`config.mk`:
```
export PLATFORM = sky130hd
export DESIGN_NAME = axi_arbiter
export DESIGN_NICKNAME = d
export VERILOG_FILES = /design/src/rtl/axi_arbiter.sv
export SDC_FILE = /design/constraint.sdc
export NUM_CORES = 1
export LEC_CHECK = 0
export CELL_PAD_IN_SITES_DETAIL_PLACEMENT = 1
export CELL_PAD_IN_SITES_GLOBAL_PLACEMENT = 1
export CORE_ASPECT_RATIO = 1.2
export CORE_MARGIN = 5
export CORE_UTILIZATION = 26
export CTS_BUF_LIST = sky130_fd_sc_hd__clkbuf_8
export DETAILED_ROUTE_END_ITERATION = 8
export PLACE_DENSITY_LB_ADDON = 0.1
export SLEW_MARGIN = 20
export SYNTH_ARGS = -nofsm -noshare
export SYNTH_HDL_FRONTEND = slang
export SYNTH_SLANG_ARGS = --single-unit
```
`constraint.sdc`:
```
create_clock -name clock -period 6.7 [get_ports clock]
set_clock_uncertainty 0.1 [all_clocks]
set_input_delay 2.01 -clock clock [delete_from_list [all_inputs] [get_ports clock]]
set_output_delay 2.01 -clock clock [all_outputs]
set_load 0.02 [all_outputs]
```
`src/rtl/axi_arbiter.sv`:
```
// rtl/axi_arbiter.sv - round-robin merge of fetch and data AXI4-lite masters onto one downstream port
module axi_arbiter #(
  parameter int          ADDR_W    = 32,
  parameter int          DATA_W    = 32,
  parameter logic [2:0]  IF_ARSIZE = 3'b010
) (
  input  logic                  clock,
  input  logic                  reset,
  // fetch (read only)
  input  logic                  if_arvalid,
  input  logic [ADDR_W-1:0]     if_araddr,
  output logic                  if_arready,
  output logic                  if_rvalid,
  output logic [DATA_W-1:0]     if_rdata,
  output logic [1:0]            if_rresp,
  input  logic                  if_rready,
  // data read
  input  logic                  d_arvalid,
  input  logic [ADDR_W-1:0]     d_araddr,
  input  logic [2:0]            d_arsize,
  output logic                  d_arready,
  output logic                  d_rvalid,
  output logic [DATA_W-1:0]     d_rdata,
  output logic [1:0]            d_rresp,
  input  logic                  d_rready,
  // data write
  input  logic                  d_awvalid,
  input  logic [ADDR_W-1:0]     d_awaddr,
  output logic                  d_awready,
  input  logic                  d_wvalid,
  input  logic [DATA_W-1:0]     d_wdata,
  input  logic [DATA_W/8-1:0]   d_wstrb,
  output logic                  d_wready,
  output logic                  d_bvalid,
  output logic [1:0]            d_bresp,
  input  logic                  d_bready,
  // downstream master
  output logic                  m_arvalid,
  output logic [ADDR_W-1:0]     m_araddr,
  output logic [2:0]            m_arsize,
  input  logic                  m_arready,
  input  logic                  m_rvalid,
  input  logic [DATA_W-1:0]     m_rdata,
  input  logic [1:0]            m_rresp,
  output logic                  m_rready,
  output logic                  m_awvalid,
  output logic [ADDR_W-1:0]     m_awaddr,
  input  logic                  m_awready,
  output logic                  m_wvalid,
  output logic [DATA_W-1:0]     m_wdata,
  output logic [DATA_W/8-1:0]   m_wstrb,
  input  logic                  m_wready,
  input  logic                  m_bvalid,
  input  logic [1:0]            m_bresp,
  output logic                  m_bready
);

  typedef enum logic [2:0] {
    IDLE, IF_AR, IF_R, D_AR, D_R, W_CAP, W_ISSUE, D_B
  } state_t;

  state_t                state;
  logic                  last_grant_d;   // 1: data was granted last, so fetch wins a tie
  logic [ADDR_W-1:0]     addr_q;         // shared by AR and AW: only one transaction in flight
  logic [2:0]            size_q;
  logic [DATA_W-1:0]     wdata_q;
  logic [DATA_W/8-1:0]   wstrb_q;
  logic                  aw_got;
  logic                  w_got;
  logic                  awvalid_q;
  logic                  wvalid_q;

  logic req_d;
  logic grant_if;
  logic grant_d;
  logic wr_grant;

  assign req_d    = d_arvalid | d_awvalid;
  assign grant_if = (state == IDLE) & if_arvalid & (~req_d | last_grant_d);
  assign grant_d  = (state == IDLE) & req_d & ~grant_if;
  assign wr_grant = grant_d & ~d_arvalid;

  // Upstream handshakes complete in IDLE on the winner; W_CAP keeps asking for the missing half
  assign if_arready = grant_if;
  assign d_arready  = grant_d & d_arvalid;
  assign d_awready  = wr_grant | ((state == W_CAP) & ~aw_got);
  assign d_wready   = wr_grant | ((state == W_CAP) & ~w_got);

  // Request channels come from latched state only
  assign m_arvalid = (state == IF_AR) | (state == D_AR);
  assign m_araddr  = addr_q;
  assign m_arsize  = size_q;
  assign m_awvalid = awvalid_q;
  assign m_awaddr  = addr_q;
  assign m_wvalid  = wvalid_q;
  assign m_wdata   = wdata_q;
  assign m_wstrb   = wstrb_q;

  // Responses are steered combinationally to the granted requester only
  assign if_rvalid = (state == IF_R) & m_rvalid;
  assign if_rdata  = (state == IF_R) ? m_rdata : '0;
  assign if_rresp  = (state == IF_R) ? m_rresp : 2'b00;
  assign d_rvalid  = (state == D_R) & m_rvalid;
  assign d_rdata   = (state == D_R) ? m_rdata : '0;
  assign d_rresp   = (state == D_R) ? m_rresp : 2'b00;
  assign m_rready  = ((state == IF_R) & if_rready) | ((state == D_R) & d_rready);
  assign d_bvalid  = (state == D_B) & m_bvalid;
  assign d_bresp   = (state == D_B) ? m_bresp : 2'b00;
  assign m_bready  = (state == D_B) & d_bready;

  // Transaction sequencer: arbitration, payload capture and downstream valid tracking
  always_ff @(posedge clock or negedge reset) begin
    if (!reset) begin
      state        <= IDLE;
      last_grant_d <= 1'b1;
      addr_q       <= '0;
      size_q       <= 3'b000;
      wdata_q      <= '0;
      wstrb_q      <= '0;
      aw_got       <= 1'b0;
      w_got        <= 1'b0;
      awvalid_q    <= 1'b0;
      wvalid_q     <= 1'b0;
    end else begin
      unique case (state)
        IDLE: begin
          if (grant_if) begin
            last_grant_d <= 1'b0;
            addr_q       <= if_araddr;
            size_q       <= IF_ARSIZE;
            state        <= IF_AR;
          end else if (grant_d) begin
            last_grant_d <= 1'b1;
            if (d_arvalid) begin
              addr_q <= d_araddr;
              size_q <= d_arsize;
              state  <= D_AR;
            end else begin
              addr_q <= d_awaddr;
              if (d_wvalid) begin
                wdata_q   <= d_wdata;
                wstrb_q   <= d_wstrb;
                awvalid_q <= 1'b1;
                wvalid_q  <= 1'b1;
                state     <= W_ISSUE;
              end else begin
                aw_got <= 1'b1;
                state  <= W_CAP;
              end
            end
          end
        end
        IF_AR: if (m_arready) state <= IF_R;
        D_AR:  if (m_arready) state <= D_R;
        IF_R:  if (m_rvalid && if_rready) state <= IDLE;
        D_R:   if (m_rvalid && d_rready) state <= IDLE;
        W_CAP: begin
          if (!aw_got && d_awvalid) begin
            addr_q <= d_awaddr;
            aw_got <= 1'b1;
          end
          if (!w_got && d_wvalid) begin
            wdata_q <= d_wdata;
            wstrb_q <= d_wstrb;
            w_got   <= 1'b1;
          end
          if ((aw_got || d_awvalid) && (w_got || d_wvalid)) begin
            aw_got    <= 1'b0;
            w_got     <= 1'b0;
            awvalid_q <= 1'b1;
            wvalid_q  <= 1'b1;
            state     <= W_ISSUE;
          end
        end
        W_ISSUE: begin
          if (awvalid_q && m_awready) awvalid_q <= 1'b0;
          if (wvalid_q && m_wready)   wvalid_q  <= 1'b0;
          if ((!awvalid_q || m_awready) && (!wvalid_q || m_wready)) state <= D_B;
        end
        D_B:   if (m_bvalid && d_bready) state <= IDLE;
        default: state <= IDLE;
      endcase
    end
  end

endmodule

```
# Yosys cells after proc, flatten, opt, wreduce, memory -nomap -nowiden
# Cells that the tools add are included.
[word_totals]
register_bits = 79
output_inout_bits = 185
[op_classes]
eq_ne = 25
muxes = 57
n_reduce_logical = 32
bitwise_logic = 25
[op_table]
columns = ["op", "count"]
rows = [
  ["2-to-1 mux 32 bit", 11],
  ["one-hot mux 32 bit (2 select lines)", 2],
  ["2-to-1 mux 3 bit", 13],
  ["one-hot mux 3 bit (8 select lines)", 1],
  ["2-to-1 mux 4 bit", 5],
  ["inequality test 2 bit, second input constant", 10],
  ["2-to-1 mux 1 bit", 17],
  ["bitwise AND 1 bit", 14],
  ["AND reduction 7 bit", 2],
  ["== test 3 bit, second input constant", 4],
  ["inequality test 2 x 1 -> 1 bit, second input constant", 6],
  ["AND reduction 6 bit", 2],
  ["logical AND 1 bit", 9],
  ["2-to-1 mux 2 bit", 4],
  ["one-hot mux 4 bit (2 select lines)", 1],
  ["AND reduction 8 bit", 1],
  ["nonzero test 2 bit", 4],
  ["== test 3 x 2 -> 1 bit, second input constant", 2],
  ["OR 1 bit", 6],
  ["one-hot mux 1 bit (3 select lines)", 2],
  ["AND reduction 3 bit", 2],
  ["NOT 1 bit", 5],
  ["zero test 1 bit", 4],
  ["logical OR 1 bit", 4],
  ["7 further kinds", 8],
]

# Longest topological paths before layout
# Gate-level depths: netlist of run 1.
[depth]
word_depth = 9
ltp_mapped = 8
ltp_nobuf = 5

# Least setup slack after synthesis of run 1
# Ideal clock, no wire load.
[synth_path]
kind = "input to output"
startpoint = "input port if_arvalid"
endpoint = "output port if_arready"
n_path_buf = 2
required_time_ns = 4.590
arrival_time_ns = 2.943
path_slack_ns = 1.647
path_stages = 4
path_cell_list = "or4b_4 > nor2b_4 > buf_6 > buf_6"
[synth_via]
elab_chain_len = 2
[synth_rtl]
columns = ["element", "line_no", "text"]
rows = [
  ["from (decl)", "10", "input logic if_arvalid,"],
  ["bitwise AND 1 bit (2 in a row)", "79", "assign grant_if = (state == IDLE) & if_arvalid & (~req_d | last_grant_d);"],
  ["to (decl)", "12", "output logic if_arready,"],
]
# Every way passes these cells.

# Worst setup path after layout of run 1
[layout_path]
startpoint = "input port d_awvalid"
endpoint = "output port d_arready"
[layout_via]
elab_chain_len = 7
[layout_rtl]
columns = ["element", "line_no", "text"]
rows = [
  ["from (decl)", "27", "input logic d_awvalid,"],
  ["OR 1 bit (*)", "78", "assign req_d = d_arvalid | d_awvalid;"],
  ["NOT 1 bit", "79", ""],
  ["OR 1 bit", "79", ""],
  ["bitwise AND 1 bit", "79", ""],
  ["NOT 1 bit", "80", "assign grant_d = (state == IDLE) & req_d & ~grant_if;"],
  ["bitwise AND 1 bit (*)", "80", ""],
  ["bitwise AND 1 bit (*)", "85", "assign d_arready = grant_d & d_arvalid;"],
  ["to (decl)", "21", "output logic d_arready,"],
]
# Mark *: on every way between the ends. The rest lies on a longest branch, timed or not.

==> results of run 1 <==
placed cells by master, fill, tap and decap left out, types with 5 or more instances in the layout:
master,count
clkdlybuf4s50_1,368
dfrtp_1,78
and2_1,75
nor2_1,70
a21oi_1,42
nand3_1,33
mux2_1,30
a221oi_2,30
clkbuf_8,9
o21ai_0,8
mux2_2,8
buf_4,8
inv_1,7
nand2_1,7
a22o_1,5
worst paths after layout:
| path | start | end | slack [ns] | cells after the start |
|---|---|---|---|---|
| worst max-delay path | d_awvalid | d_arready | 0.50 | 5 |
| worst min-delay path | m_wstrb[0] | m_wstrb[0] | 0.40 | 1 |
| worst max register to register | state[2] | m_araddr[10] | 3.43 | 7 |
| worst min register to register | m_wstrb[0] | m_wstrb[0] | 0.40 | 1 |
| max in group asynchronous | reset | m_araddr[18] | 4.39 | 1 |
| min in group asynchronous | reset | m_wdata[11] | 1.59 | 1 |
final cells by class:
| class | count | area share (%) |
|---|---|---|
| well taps | 224 | 3.24 |
| multi-input cells | 343 | 27.8 |
| clock buffers | 9 | 1.43 |
| inverters | 7 | 0.303 |
| flip-flops and latches | 79 | 22.8 |
| clock inverters | 6 | 1.07 |
| repair buffers | 377 | 43.4 |
cells by family after synthesis:
group | after synthesis | synth area share, %
AOI/OAI and AO/OA | 100 | 18.0
xor gates and xnor gates | 1 | 0.181
buffers and inverters | 78 | 9.94
DFF | 79 | 40.9
muxes | 39 | 9.06
and+or+nand+nor | 203 | 21.9
where the power goes:
group | leakage (nW) | internal [mW] | total (mW) | switching [mW]
Combinational | 2.43 | 1.17 | 2.44 | 1.26
Clock | 0.102 | 0.210 | 0.402 | 0.192
Sequential | 0.923 | 0.723 | 0.931 | 0.208
per-stage QoR:
step / setup WS, ns / instances / area [µm²] / total power [mW] / utilization [%]
after floorplan: 1.65 / 500 / 4830 / 2.31 / -
after global placement: 0.527 / 1030 / 8440 / 3.36 / 46.3
after detailed placement: 0.462 / 1030 / 8440 / 3.42 / 46.3
final: 0.496 / 1045 / 8660 / 3.77 / 47.5
after global routing: 0.342 / 1045 / 8660 / 4.01 / 47.5
after CTS: 0.462 / 1045 / 8660 / 3.84 / 47.5
worst reg2reg max path, stage by stage, from the launching register on:
cell and delay, ns:
dfrtp_1 0.58, or4b_4 0.64, nor2b_4 0.13, buf_4 0.70, a21oi_4 0.30, buf_4 0.33, a221oi_2 0.27, a21oi_1 0.10
layer usage:
layer	global-route usage [%]	up-vias
li1	-	2345
met1	18.9	2464
met2	37.4	215
met3	6.73	17
met4	4.58	0
met5	0	-
sequential cells by signal, indices dropped and copies added (netlist names):
name,flops
m_wvalid,1
m_araddr,32
m_wstrb,4
aw_got,1
m_arsize,3
state,3
w_got,1
m_awvalid,1
last_grant_d,1
m_wdata,32
==> flow_metrics.env, run 1 <==
export IMPL_fin_setup_tns_ns=0
export IMPL_syn_area_mm2=0.00483
export IMPL_grt_pass1_vias=5574
export IMPL_tritoncts="yes"
export IMPL_cts_setup_buffers=0
export IMPL_wl_met1_mm=7.13
export IMPL_final_nets=1002
export IMPL_wire_per_inst_um=20.1
export IMPL_setup_viol=0
export IMPL_async_reset_ff_share_pct=100
export IMPL_start_kind="input pin"
export IMPL_clock_sinks=79
export IMPL_endpoint_kind="output port"
export IMPL_drive_gt1_share_pct=8.89
export IMPL_multi_input_area_mm2=0.00240
export IMPL_wl_met3_mm=1.82
export IMPL_cp_slowest_cell="clkdlybuf4s50_1"
export IMPL_hold_ws_ns=0.395
export IMPL_cpMostUsedCell="clkdlybuf4s50_1"
export IMPL_coreArea_mm2=0.0182
export IMPL_critPathRequiredTime_ns=4.59
export IMPL_cp_max_fo=6
export IMPL_port_buffers=369
export IMPL_drc=0
export IMPL_syn_to_final_growth_pct=79.2
export IMPL_ys_seq_elements=79
export IMPL_yosys_warnings=0
export IMPL_grt_pass1_wl_mm=32.2
export IMPL_cts_buffers_inserted=9
export IMPL_top_layer_used="met4"
export IMPL_path_class="input pin to output port"
export IMPL_dieArea_mm2=0.0214
export IMPL_cp_num_buf_inv=2
export IMPL_cts_root_buffer="clkbuf_8"
export IMPL_ys_top_cells_by_count="78 x dfrtp_1, 75 x and2_1, 70 x nor2_1, 42 x a21oi_1, 35 x buf_4"
export IMPL_die_h_um=159
export IMPL_yosysTopAreaCell="dfrtp_1"
export IMPL_htree_levels=3
export IMPL_wl_met2_mm=11.8
export IMPL_min_period_over_period_pct=92.6
export IMPL_start_util_pct=26.5
export IMPL_ir_drop_mv=0.167
export IMPL_fillerInstances=2067
export IMPL_grt_use_total_pct=19.1
export IMPL_syn_inst=500
export IMPL_status="finished, final reports clean"
export IMPL_critPathArrivalTime_ns=4.09
export IMPL_yosysMostFrequentCell="dfrtp_1"
export IMPL_ios=370
export IMPL_slew_violations=0
export IMPL_yosys_top_cells_area="dfrtp_1 40%, and2_1 9.7%, a221oi_2 9.3%, mux2_1 7.0%, buf_4 5.4%"
export IMPL_gr_total_overflow=0
export IMPL_grt_max_degree=80
export IMPL_antennaDiodeCount=0
export IMPL_seq_area_mm2=0.00198
export IMPL_vias=5041
export IMPL_final_antenna_net_count=0
export IMPL_seq_area_frac_synth_pct=40.9
export IMPL_syn_area_per_cell_um2=9.67
export IMPL_crit_family="buffers and inverters"
export IMPL_drt_vias_per_instance=4.82
export IMPL_ys_flop_type="dfrtp_1"
export IMPL_fp_dieW_um=134
export IMPL_p_per_area_mw_per_mm2=435
export IMPL_dp_hpwl_mm=16.7
export IMPL_hold_path_class="flop to flop"
export IMPL_rows=54
export IMPL_insertion_delay_ns=0.36
export IMPL_post_cts_resized=0
export IMPL_first_pass_iters=4
export IMPL_max_cap_violations=0
export IMPL_clockBufferDepth=2
export IMPL_syn_nets=685
export IMPL_worstPathCellList="clkdlybuf4s50_1 -> o21bai_1 -> and2_1 -> nor3_1 -> clkdlybuf4s50_1"
export IMPL_wirelength_mm=21.1
export IMPL_synth_cell_type_count=44
export IMPL_holdBufCountCts=0
export IMPL_clk_pin_slew_worst_paths_ns=0.09
export IMPL_place_congestion=0.772
export IMPL_synth_top_area_share_pct=40.4
export IMPL_fin_crit_ns=6.20
export IMPL_relSlewSlack_pct=39.4
export IMPL_fmax_ghz=0.161
export IMPL_hold_viol_final=0
export IMPL_rsz0062_at_grt="no"
export IMPL_synth_edff_count=0
export IMPL_dr_first_iter_drc_count=139
export IMPL_critPathMaxStageDelay_ns=0.72
export IMPL_p_leak_nw=3.45
export IMPL_antenna_found_initial=0
export IMPL_worst_pin_slew_ns=0.909
Note: power is estimated with default switching activity, not from simulation.
==> run 2: changes to the inputs <==
- REMOVE_ABC_BUFFERS: unset -> 1
==> run 2 against run 1 <==
Non-clock buffer count unchanged. Sequential power about the same. Count of clock-buffer cells in the layout up 1. Fmax is essentially flat. Wire length up 3.4%. Die area unchanged.
==> flow_metrics.env, run 2 (synthesis gave the netlist of run 1 again) <==
export IMPL_status="finished, final reports clean"
export IMPL_final_antenna_net_count=0
export IMPL_whs_path_depth=1
export IMPL_switching_share_pct=44.6
export IMPL_rsz0062_at_grt="no"
export IMPL_critPathArrivalTime_ns=4.09
export IMPL_endpoint_kind="output port"
export IMPL_final_common_cell="clkdlybuf4s50_1"
export IMPL_switching_power_mw=1.68
export IMPL_wirelength_mm=21.8
export IMPL_drive_gt1_share_pct=9.00
export IMPL_coreArea_mm2=0.0182
export IMPL_htree_levels=3
export IMPL_ios=370
export IMPL_slew_violations=0
export IMPL_fin_crit_ns=6.20
export IMPL_dp_hpwl_mm=17.2
export IMPL_r2r_slack_ns=3.55
export IMPL_grt_use_total_pct=19.7
export IMPL_ir_drop_mv=0.170
export IMPL_reg2regPathDepth=7
export IMPL_post_cts_resized=0
export IMPL_critPathRequiredTime_ns=4.59
export IMPL_fp_dieW_um=134
export IMPL_first_pass_iters=4
export IMPL_tritoncts="yes"
export IMPL_syn_to_final_growth_pct=79.4
export IMPL_max_cap_violations=0
export IMPL_p_int_mw=2.09
export IMPL_cts_setup_buffers=0
export IMPL_antenna_found_initial=0
export IMPL_cts_root_buffer="clkbuf_8"
export IMPL_relSlewSlack_pct=38.2
export IMPL_vias=5049
export IMPL_place_congestion=0.763
export IMPL_min_period_over_period_pct=92.6
export IMPL_hold_viol_final=0
export IMPL_grt_pass1_wl_mm=33.0
export IMPL_drt_vias_per_instance=4.83
export IMPL_r2r_end="m_araddr[25]"
export IMPL_final_nets=1002
export IMPL_hp_start="m_wdata[1]"
export IMPL_wire_per_inst_um=20.8
export IMPL_antennaDiodeCount=0
export IMPL_cp_max_fo=4
export IMPL_start_util_pct=26.5
export IMPL_hold_path_class="flop to flop"
export IMPL_dr_first_iter_drc_count=233
export IMPL_clockBufferDepth=2
export IMPL_start_kind="input pin"
export IMPL_cts_buffers_inserted=9
export IMPL_clk_pin_slew_worst_paths_ns=0.09
export IMPL_comb_power_share_pct=65.4
export IMPL_die_h_um=159
export IMPL_hold_path_endpoint="m_wdata[1]"
export IMPL_p_leak_nw=3.46
export IMPL_pwr_share_clk_pct=10.1
export IMPL_setup_viol=0
export IMPL_worst_pin_slew_ns=0.927
export IMPL_grt_pass1_vias=5579
export IMPL_insertion_delay_ns=0.36
export IMPL_drc=0
export IMPL_port_buffers=369
export IMPL_p_per_area_mw_per_mm2=435
export IMPL_fmax_ghz=0.161
export IMPL_fin_setup_tns_ns=0
export IMPL_gr_total_overflow=0
export IMPL_holdBufCountCts=0
export IMPL_seq_power_share_pct=24.6
export IMPL_rows=54
export IMPL_clock_sinks=79
export IMPL_reg2reg_from="state[0]"
export IMPL_layout_common_cells="368 x clkdlybuf4s50_1, 78 x dfrtp_1, 75 x and2_1"
export IMPL_dieArea_mm2=0.0214
export IMPL_grt_max_degree=80
export IMPL_final_util_pct=47.5
export IMPL_path_class="input pin to output port"
## run 2: changes by cell type in the layout (fill, tap and decap cells not counted)
cell / change
bufinv_16: -1
clkinv_2: +1
nor3b_4: +2
buf_6: +1
buf_8: +1
clkbuf_8: +1
nor3b_2: -2
buf_4: -2
## run 2: layer usage
layer  routed length, µm  global-route usage [%]  up-vias
met1                7370                    19.2     2446
li1                    -                       -     2353
met5                   0                       0        -
met2               11900                    37.2      211
met3                1830                    7.27       39
met4                 715                    7.27        0
## run 2: worst max path at each step
stage	slack, ns	cells after the start	end	startpoint
after floorplan	0.95	2	if_arready	if_arvalid
after global placement	0.57	5	d_arready	d_arvalid
after detailed placement	0.49	5	d_arready	d_arvalid
after CTS	0.48	5	d_arready	d_arvalid
after global routing	0.39	5	d_arready	d_arvalid
final	0.50	5	d_arready	d_arvalid
## run 2: cell type report
type / count / area [µm²]
fill: 2046 / 9570
inverter: 7 / 26.3
clock inverter: 6 / 67.6
sequential: 79 / 1980
timing repair buffer: 377 / 3770
clock buffer: 10 / 138
tap: 224 / 280
multi-input combinational: 343 / 2420
## run 2: metrics by stage
| stage | setup WS, ns | hold WS [ns] | std cells | total power [mW] | area, µm² |
|---|---|---|---|---|---|
| floorplan | 0.948 | 0.370 | 429 | 2.11 | 4380 |
| global placement | 0.572 | 0.374 | 1028 | 3.36 | 8440 |
| detailed placement | 0.492 | 0.381 | 1028 | 3.43 | 8440 |
| CTS | 0.476 | 0.402 | 1044 | 3.82 | 8640 |
| global route | 0.393 | 0.416 | 1046 | 4.01 | 8670 |
| finish | 0.496 | 0.398 | 1046 | 3.78 | 8670 |
## run 2: worst max-delay path: stages
cell,delay (ns)
clkdlybuf4s50_1,0.53
o21bai_1,0.13
and2_1,0.21
nor3_1,0.46
clkdlybuf4s50_1,0.75
## run 2: power groups by stage
stage	clock network [mW]	registers (mW)	logic, mW
floorplan	0	1.29	0.823
global placement	0	0.924	2.44
detailed placement	0	0.940	2.49
CTS	0.395	0.931	2.50
global route	0.414	0.969	2.62
finish	0.380	0.928	2.47
